--- config.mk ---
export PLATFORM = sky130hd
export DESIGN_NAME = clk_div_n
export DESIGN_NICKNAME = d
export VERILOG_FILES = /design/src/rtl/clk_div_pkg.sv /design/src/rtl/clk_div_nstage.sv /design/src/rtl/clk_div_n.sv
export SDC_FILE = /design/constraint.sdc
export NUM_CORES = 1
export LEC_CHECK = 0
export ABC_AREA = 0
export CORE_MARGIN = 1.5
export CORE_UTILIZATION = 59
export CTS_CLUSTER_SIZE = 16
export DETAILED_ROUTE_END_ITERATION = 6
export HOLD_SLACK_MARGIN = 0.06
export PLACE_DENSITY = 0.88
export RECOVER_POWER = 50
export SLEW_MARGIN = 20
export SYNTH_ARGS = -nofsm -noshare
export SYNTH_HDL_FRONTEND = slang
export SYNTH_SLANG_ARGS = --single-unit
--- constraint.sdc ---
create_clock -name clk_in -period 4.8 [get_ports clk_in]
set_clock_uncertainty 0.15 [all_clocks]
set_input_delay 0.96 -clock clk_in [delete_from_list [all_inputs] [get_ports clk_in]]
set_output_delay 0.96 -clock clk_in [all_outputs]
set_load 0.05 [all_outputs]
--- src/rtl/clk_div_pkg.sv ---
// Shared constants and helpers for the programmable clock divider.
package clk_div_pkg;

  localparam int DIV_W_DEF = 8;
  localparam int DIV_MIN   = 2;

  // Number of clk_in cycles the posedge stage stays high in one period of n.
  function automatic int unsigned half_cnt(input int unsigned n);
    return (n + 1) / 2;
  endfunction

endpackage

--- src/rtl/clk_div_nstage.sv ---
// Negedge half-cycle delay flop; lets odd divisors reach an exact 50% duty.
module clk_div_nstage (
  input  logic clk,
  input  logic rst_n,
  input  logic d,
  output logic q
);

  always_ff @(negedge clk or negedge rst_n) begin
    if (!rst_n) q <= 1'b0;
    else        q <= d;
  end

endmodule

--- src/rtl/clk_div_n.sv ---
// Runtime-programmable integer clock divider, clk_out = clk_in / N (N >= 2).
// Define CLKDIV_ODD50_EN to add the negedge stage that gives odd N an exact 50% duty.
module clk_div_n
  import clk_div_pkg::*;
#(
  parameter int DIV_W   = DIV_W_DEF,
  parameter int DIV_DEF = 2
) (
  input  logic             clk_in,
  input  logic             rst_n,
  input  logic             en,
  input  logic [DIV_W-1:0] div,
  output logic             clk_out,
  output logic             tick,
  output logic             div_err
);

  localparam logic [DIV_W-1:0] ONE   = DIV_W'(1);
  localparam logic [DIV_W-1:0] MIN_N = DIV_W'(DIV_MIN);
  localparam logic [DIV_W-1:0] DEF_N = DIV_W'(DIV_DEF);

  logic [DIV_W-1:0] n_act, cnt;
  logic [DIV_W-1:0] n_next, cnt_next, h_next;
  logic             run, run_next, tc, div_low, pos_q;

  assign tc      = (cnt == n_act - ONE);
  assign div_low = (div < MIN_N);

  // en/div only take effect at the terminal count, so periods are never cut short.
  always_comb begin
    run_next = run;
    n_next   = n_act;
    if (tc) begin
      run_next = en;
      n_next   = div_low ? MIN_N : div;
    end
    if (!run_next)   cnt_next = n_next - ONE;
    else if (tc)     cnt_next = '0;
    else             cnt_next = cnt + ONE;
    h_next = DIV_W'(half_cnt(32'(n_next)));
  end

  always_ff @(posedge clk_in or negedge rst_n) begin
    if (!rst_n) begin
      n_act   <= DEF_N;
      cnt     <= DEF_N - ONE;
      run     <= 1'b0;
      pos_q   <= 1'b0;
      tick    <= 1'b0;
      div_err <= 1'b0;
    end else begin
      n_act <= n_next;
      cnt   <= cnt_next;
      run   <= run_next;
      pos_q <= run_next && (cnt_next < h_next);
      tick  <= run_next && (cnt_next == '0);
      if (tc && div_low) div_err <= 1'b1;
    end
  end

`ifdef CLKDIV_ODD50_EN
  logic neg_q;

  clk_div_nstage u_nstage (
    .clk   (clk_in),
    .rst_n (rst_n),
    .d     (pos_q),
    .q     (neg_q)
  );

  // Odd N: AND with the half-cycle-late copy trims the high phase to N/2 cycles.
  assign clk_out = n_act[0] ? (pos_q & neg_q) : pos_q;
`else
  assign clk_out = pos_q;
`endif

endmodule

==> key figures, run 1 <==
Outcome
  • Status: complete, no violations

Clock tree
  • H-tree levels: 1
  • CTS Hold Bufs: 0
  • Post-cts sizing count: 0
  • Num CTS Buffers: 3
  • TritonCTS clock tree: yes
  • Postcts setup bufs: 0
  • Clock Sinks: 20
  • CTS root buf: clkbuf_4
  • Reg clk slew, reported paths: 0.13 ns
  • Clock Tree Buf Depth: 2
  • Worst skew pair latency: 0.31 ns

Timing
  • Setup violations, final: 0
  • Crit path time final: 4.44 ns
  • Worst-margin pin slew: 0.887 ns
  • Final hold viol count: 0
  • Slew Viols, Final: 0
  • Final worst slack: 0.359 ns
  • Fmax: 225 MHz
  • Rel. slew slack: 0.407
  • RSZ-0062 raised after global routing: false
  • Setup TNS: 0 ns
  • Period utilization: 0.925

Synth
  • Cell area after synthesis: 1990 sq um
  • Largest family of logic cells by synthesized area: simple AND/OR/NAND/NOR gates
  • Leading cell types by count after synthesis: 26 x nand2_1, 24 x xnor2_1, 18 x dfrtp_1, 15 x nand3_1, 13 x nor2_1
  • Post-Synth XOR/XNOR Area: 0.175
  • Cell with the most instances after synthesis: nand2_1
  • Post-synth EDFFs: 0
  • Top post-synthesis cells by area: dfrtp_1 23%, xnor2_1 11%, ha_1 6.9%
  • Post-Synth Adder-Cell Area: 0.0693
  • Simple-gate share of the synthesized area: 0.246
  • Synth Area in Compound Gates: 0.135
  • Sequential share of the synthesized area: 0.253
  • Ys async rst share: 1.00
  • Mapped Cells: 223
  • Dominant synthesized flop cell: dfrtp_1
  • Synth Warn #: 0
  • Post-synth top area share: 0.227
  • Synth Register Bits: 20
  • Avg Synthesized Cell Area: 8.91 sq um
  • Yosys cell types: 50
  • Area leader, netlist: dfrtp_1
  • Mux cell area share after synthesis: 0.0560
  • Post-Syn Nets: 245

Floorplanning
  • Die area: 3720 sq um
  • Core footprint: 3130 sq um
  • Die Ht: 61.0 um
  • # rows: 20
  • Initial core utilization: 0.635
  • Top Ports: 14
  • Die X: 61.0 um

Critical path
  • CP endpoint kind: register
  • Critical path launch point type: register
  • Critical path class: register to register
  • Worst EP arrival: 4.54 ns
  • WP data required: 4.90 ns
  • CP Max Fanout: 35

Power and ir drop
  • Peak supply drop: 504 uV
  • Pleak: 0.000866 uW
  • Pwr per Cell Area: 744 nW/um^2
  • Pwr Total: 1600 uW

Layout
  • Layout cell share with drive strength beyond 1: 0.122
  • Final #Nets: 253
  • Synth-to-layout area growth: 8.31%
  • Antenna fix cells: 0
  • Layout Cells excl Fill: 274

Route
  • Drt total wl: 4.65 mm
  • Vias per cell: 6.19
  • Vias post-DR: 1696
  • First-pass iteration count of the detailed router: 4
  • Post-DRT Antenna Nets: 0
  • Iter 0 DRT Violations: 180
  • DRC: 0
  • Routed len/inst: 17.0 um

Global route
  • Initial antenna violation count: 0
  • GRT overflow: 0
  • First-pass GRT wire length: 7.62 mm
  • Largest net degree at the start of global routing: 36
  • Vias in the first global route: 1590
  • Gr usage total: 0.283

Place
  • Post-detailed-placement half-perimeter wirelength: 3.66 mm
  • Cells after DPL: 270
  • DP Worst Slack: 0.146 ns
  • PortBufs: 13
  • Gp weighted congestion: 0.939

Hold path
  • Worst min-delay path class: register to register

Flow run
  • Maxcap violations: 0
## power breakdown
| group | internal, uW | total (uW) | switching, uW | leakage [uW] |
|---|---|---|---|---|
| clock | 84.5 | 141 | 56.3 | 0.0000279 |
| combinational | 475 | 1030 | 553 | 0.000612 |
| sequential | 253 | 433 | 180 | 0.000227 |
## worst max-delay path, stage by stage (launching register included)
cell and delay, ns:
dfstp_2 0.60, inv_1 0.05, ha_1 0.24, xor2_1 0.24, nand3_1 0.12, o31ai_2 0.10, and4_1 0.45, nand2_8 0.22
nand2_1 0.16, o21a_1 0.15, ha_1 0.29, nand2_1 0.13, nor3_1 0.20, xnor2_1 0.10, o31ai_1 0.28, ha_1 0.30
and4_1 0.22, a21oi_1 0.14, nand2_1 0.08, nor3b_2 0.17
## logic make-up (layout without fill, tap and decap cells)
group / after synthesis / after routing
simple gates: 88 / 88
compound gates: 38 / 38
xor+xnor: 36 / 36
flops: 20 / 20
buf+inv: 20 / 27
fa+ha+maj: 11 / 11
mux: 10 / 10
## path summary, 6_finish.rpt
kind | startpoint | endpoint | slack (ns) | cells after the start
worst min-delay path | div_err | div_err | 0.34 | 2
max in group asynchronous | rst_n | n_act[6] | 2.90 | 1
worst max-delay path | n_act[1] | clk_out | 0.36 | 19
worst max register to register | n_act[1] | clk_out | 0.36 | 19
worst min register to register | div_err | div_err | 0.34 | 2
min in group asynchronous | rst_n | cnt[5] | 1.04 | 1
## registers in the layout (all words and copies together), names as in the netlist
name	flops
div_err	1
tick	1
clk_out	1
cnt	8
n_act	8
run	1
## metrics by stage
| step | util | hold slack (ns) | area (sq um) |
|---|---|---|---|
| 2_1_floorplan | - | 0.396 | 1990 |
| 3_3_place_gp | 0.671 | 0.320 | 2100 |
| 3_5_place_dp | 0.671 | 0.317 | 2100 |
| 4_1_cts | 0.688 | 0.344 | 2150 |
| 5_1_grt | 0.688 | 0.387 | 2150 |
| 6_report | 0.688 | 0.340 | 2150 |
## per-layer routing
| metal | vias to the layer above | share of wire | GRT usage |
|---|---|---|---|
| met1 | 791 | 0.43 | 0.404 |
| met2 | 81 | 0.47 | 0.436 |
| met3 | 13 | 0.077 | 0.0357 |
| li1 | 811 | - | - |
| met4 | 0 | 0.021 | 0.115 |
| met5 | - | 0 | 0 |
## cell usage in the layout, fill, tap and decap left out, types with 3 or more instances in the layout
cell type and count:
dfrtp_1 18, mux2i_1 4, buf_4 5, a21oi_1 3, nor3_1 6, inv_1 5
mux2_2 5, nor2_1 13, o211ai_1 5, xor2_1 10, nand3_1 15, clkbuf_4 3
o21ai_0 12, ha_1 11, a31oi_1 3, nand2_1 26, o21a_1 3, o31ai_1 4
nand4_1 4, xnor2_1 24, clkdlybuf4s50_1 12, and3_1 4
## cell type report
type | count | area [sq um]
timing repair buffer | 18 | 168
clock buffer | 3 | 22.5
inverter | 5 | 18.8
multi-input combinational | 183 | 1360
clock inverter | 1 | 30.0
tap | 44 | 55.1
fill | 249 | 976
sequential | 20 | 503
Note: power is estimated with default switching activity, not from simulation.
==> inputs of run 2 (changes only) <==
- CAP_MARGIN: unset -> 20
- TNS_END_PERCENT: unset -> 5
==> results of run 2 <==
Final layout, timing and power as in run 1 (identical DEF).
==> inputs of run 3 (changes only) <==
- CORE_UTILIZATION: 59 -> 50
- PLACE_DENSITY: 0.88 -> 0.7
==> run 3 against run 2 <==
  * Cell area up 1.1%
  * Die area up 17%
  * Sequential cell count unchanged
  * Critical path type unchanged
==> key figures, run 3 (synthesis results as in run 1) <==
Timing
  • Setup TNS: 0 ns
  • Rel. slew slack: 0.367
  • Final hold viol count: 0
  • RSZ-0062 raised after global routing: false
  • Worst-margin pin slew: 0.946 ns
  • Slew Viols, Final: 0
  • Crit path time final: 4.43 ns
  • Final worst slack: 0.373 ns
  • Setup violations, final: 0
  • Fmax: 226 MHz
  • Period utilization: 0.922

Place
  • Gp weighted congestion: 0.980
  • Post-detailed-placement half-perimeter wirelength: 3.70 mm
  • DP Worst Slack: 0.184 ns
  • PortBufs: 13

Critical path
  • Crit path depth: 18
  • WP data required: 4.81 ns
  • RR Endpoint: clk_out
  • CP Max Fanout: 35
  • Critical path class: register to register
  • Cells along the critical path: inv_1 > ha_1 > xor2_1 > nand3_1 > o31ai_2 > and4_1 > nand2_8 > o21ai_0 > ha_1 > nand3_1 > xor2_1 > nand2_1 > o21ai_0 > ha_1 > and4_1 > nand4_1 > a31oi_1 > nor3b_2
  • CP endpoint kind: register
  • Worst path bufs/invs: 1
  • Worst setup path start: n_act[0]
  • Worst-path cell with the longest stage delay: dfrtp_1
  • Critical Path Max Stage Delay: 0.52 ns
  • CP dominant cell by count: ha_1
  • Critical path endpoint: clk_out
  • Worst EP arrival: 4.43 ns
  • Worst r2r src: n_act[0]
  • Cell count of the worst reg-to-reg path: 18
  • Register-to-register setup slack: 0.37 ns
  • Delay-heaviest family, CP: simple AND/OR/NAND/NOR gates
  • Critical path launch point type: register

Flow run
  • Maxcap violations: 0

Layout
  • Fillers: 373
  • Layout cell share with drive strength beyond 1: 0.122
  • Commonest cells after routing, fill and taps aside: 26 x nand2_1, 24 x xnor2_1, 18 x dfrtp_1
  • Final #Nets: 253
  • Antenna fix cells: 0
  • Area of the multi-input gates: 1360 sq um
  • Commonest non-fill, non-tap cell in the layout: nand2_1
  • Largest registers: cnt (8), n_act (8)
  • Synth-to-layout area growth: 9.51%
  • Sequential Area: 503 sq um

Clock tree
  • Clock Sinks: 20
  • Postcts setup bufs: 0
  • CTS root buf: clkbuf_8
  • Worst skew pair latency: 0.27 ns
  • Post-cts sizing count: 0
  • H-tree levels: 1
  • TritonCTS clock tree: yes
  • Num CTS Buffers: 3
  • Reg clk slew, reported paths: 0.08 ns
  • Clock Tree Buf Depth: 2
  • CTS Hold Bufs: 0

Floorplanning
  • Top Ports: 14
  • Core footprint: 3740 sq um
  • Initial core utilization: 0.531
  • # rows: 22
  • Die area: 4360 sq um
  • Die Ht: 66.0 um
  • Die X: 66.0 um

Route
  • DR WL met2: 2.22 mm
  • Vias per cell: 5.97
  • Routed len/inst: 17.3 um
  • Met3 Wirelength: 316 um
  • Post-DRT Antenna Nets: 0
  • Iter 0 DRT Violations: 122
  • Highest routed metal layer: met4
  • DRC: 0
  • First-pass iteration count of the detailed router: 4
  • Drt total wl: 4.82 mm
  • Met1 wire length: 2.18 mm
  • Vias post-DR: 1659

Power and ir drop
  • Pleak: 0.000875 uW
  • Pwr per Cell Area: 748 nW/um^2
  • Peak supply drop: 538 uV

Global route
  • Gr usage total: 0.239
  • Initial antenna violation count: 0
  • Largest net degree at the start of global routing: 36
  • Vias in the first global route: 1517
  • First-pass GRT wire length: 7.82 mm
  • GRT overflow: 0

Hold path
  • Worst min-delay path class: register to register
  • Hold Crit Start: div_err

Outcome
  • Status: complete, no violations
==> run 3: cell counts in the layout (fill, tap and decap cells not counted) <==
Identical to the previous run, type by type.
==> run 3: worst min-delay path, delay by kind of cell (launching register included) <==
kind            cells  cell delay [ns]
buf+inv             1             0.04
flops               1             0.34
compound gates      1             0.06
==> run 3: per-layer routing <==
layer,vias up,GRT usage
met5,-,0
met3,9,0.0153
met2,45,0.356
met4,0,0.0791
met1,792,0.365
li1,813,-
==> run 3: worst min path at each step <==
| stage | depth (start not counted) | slack [ns] | end |
|---|---|---|---|
| floorplan | 3 | 0.40 | cnt[0] |
| global placement | 2 | 0.33 | div_err |
| detailed placement | 2 | 0.31 | div_err |
| CTS | 2 | 0.33 | div_err |
| global route | 2 | 0.37 | div_err |
| finish | 2 | 0.33 | div_err |
==> run 3: area by class of cell <==
cell class | count | area share
tap | 48 | 0.0276
inverter | 5 | 0.00863
sequential | 20 | 0.231
timing repair buffer | 18 | 0.0771
clock inverter | 1 | 0.0138
multi-input combinational | 183 | 0.623
clock buffer | 3 | 0.0190
==> run 3: through the flow <==
step | power, uW | cell area (sq um) | std cells | hold slack, ns | util
2_1_floorplan | 1240 | 1990 | 223 | 0.396 | -
3_3_place_gp | 1430 | 2100 | 274 | 0.329 | 0.562
3_5_place_dp | 1440 | 2100 | 274 | 0.310 | 0.562
4_1_cts | 1620 | 2180 | 278 | 0.334 | 0.581
5_1_grt | 1770 | 2180 | 278 | 0.374 | 0.581
6_report | 1630 | 2180 | 278 | 0.329 | 0.581
==> run 3: where the power goes <==
group	leakage [uW]	switching [uW]	internal [uW]	total [uW]
clock	0.0000357	61.5	111	173
combinational	0.000612	545	475	1020
sequential	0.000227	181	253	435
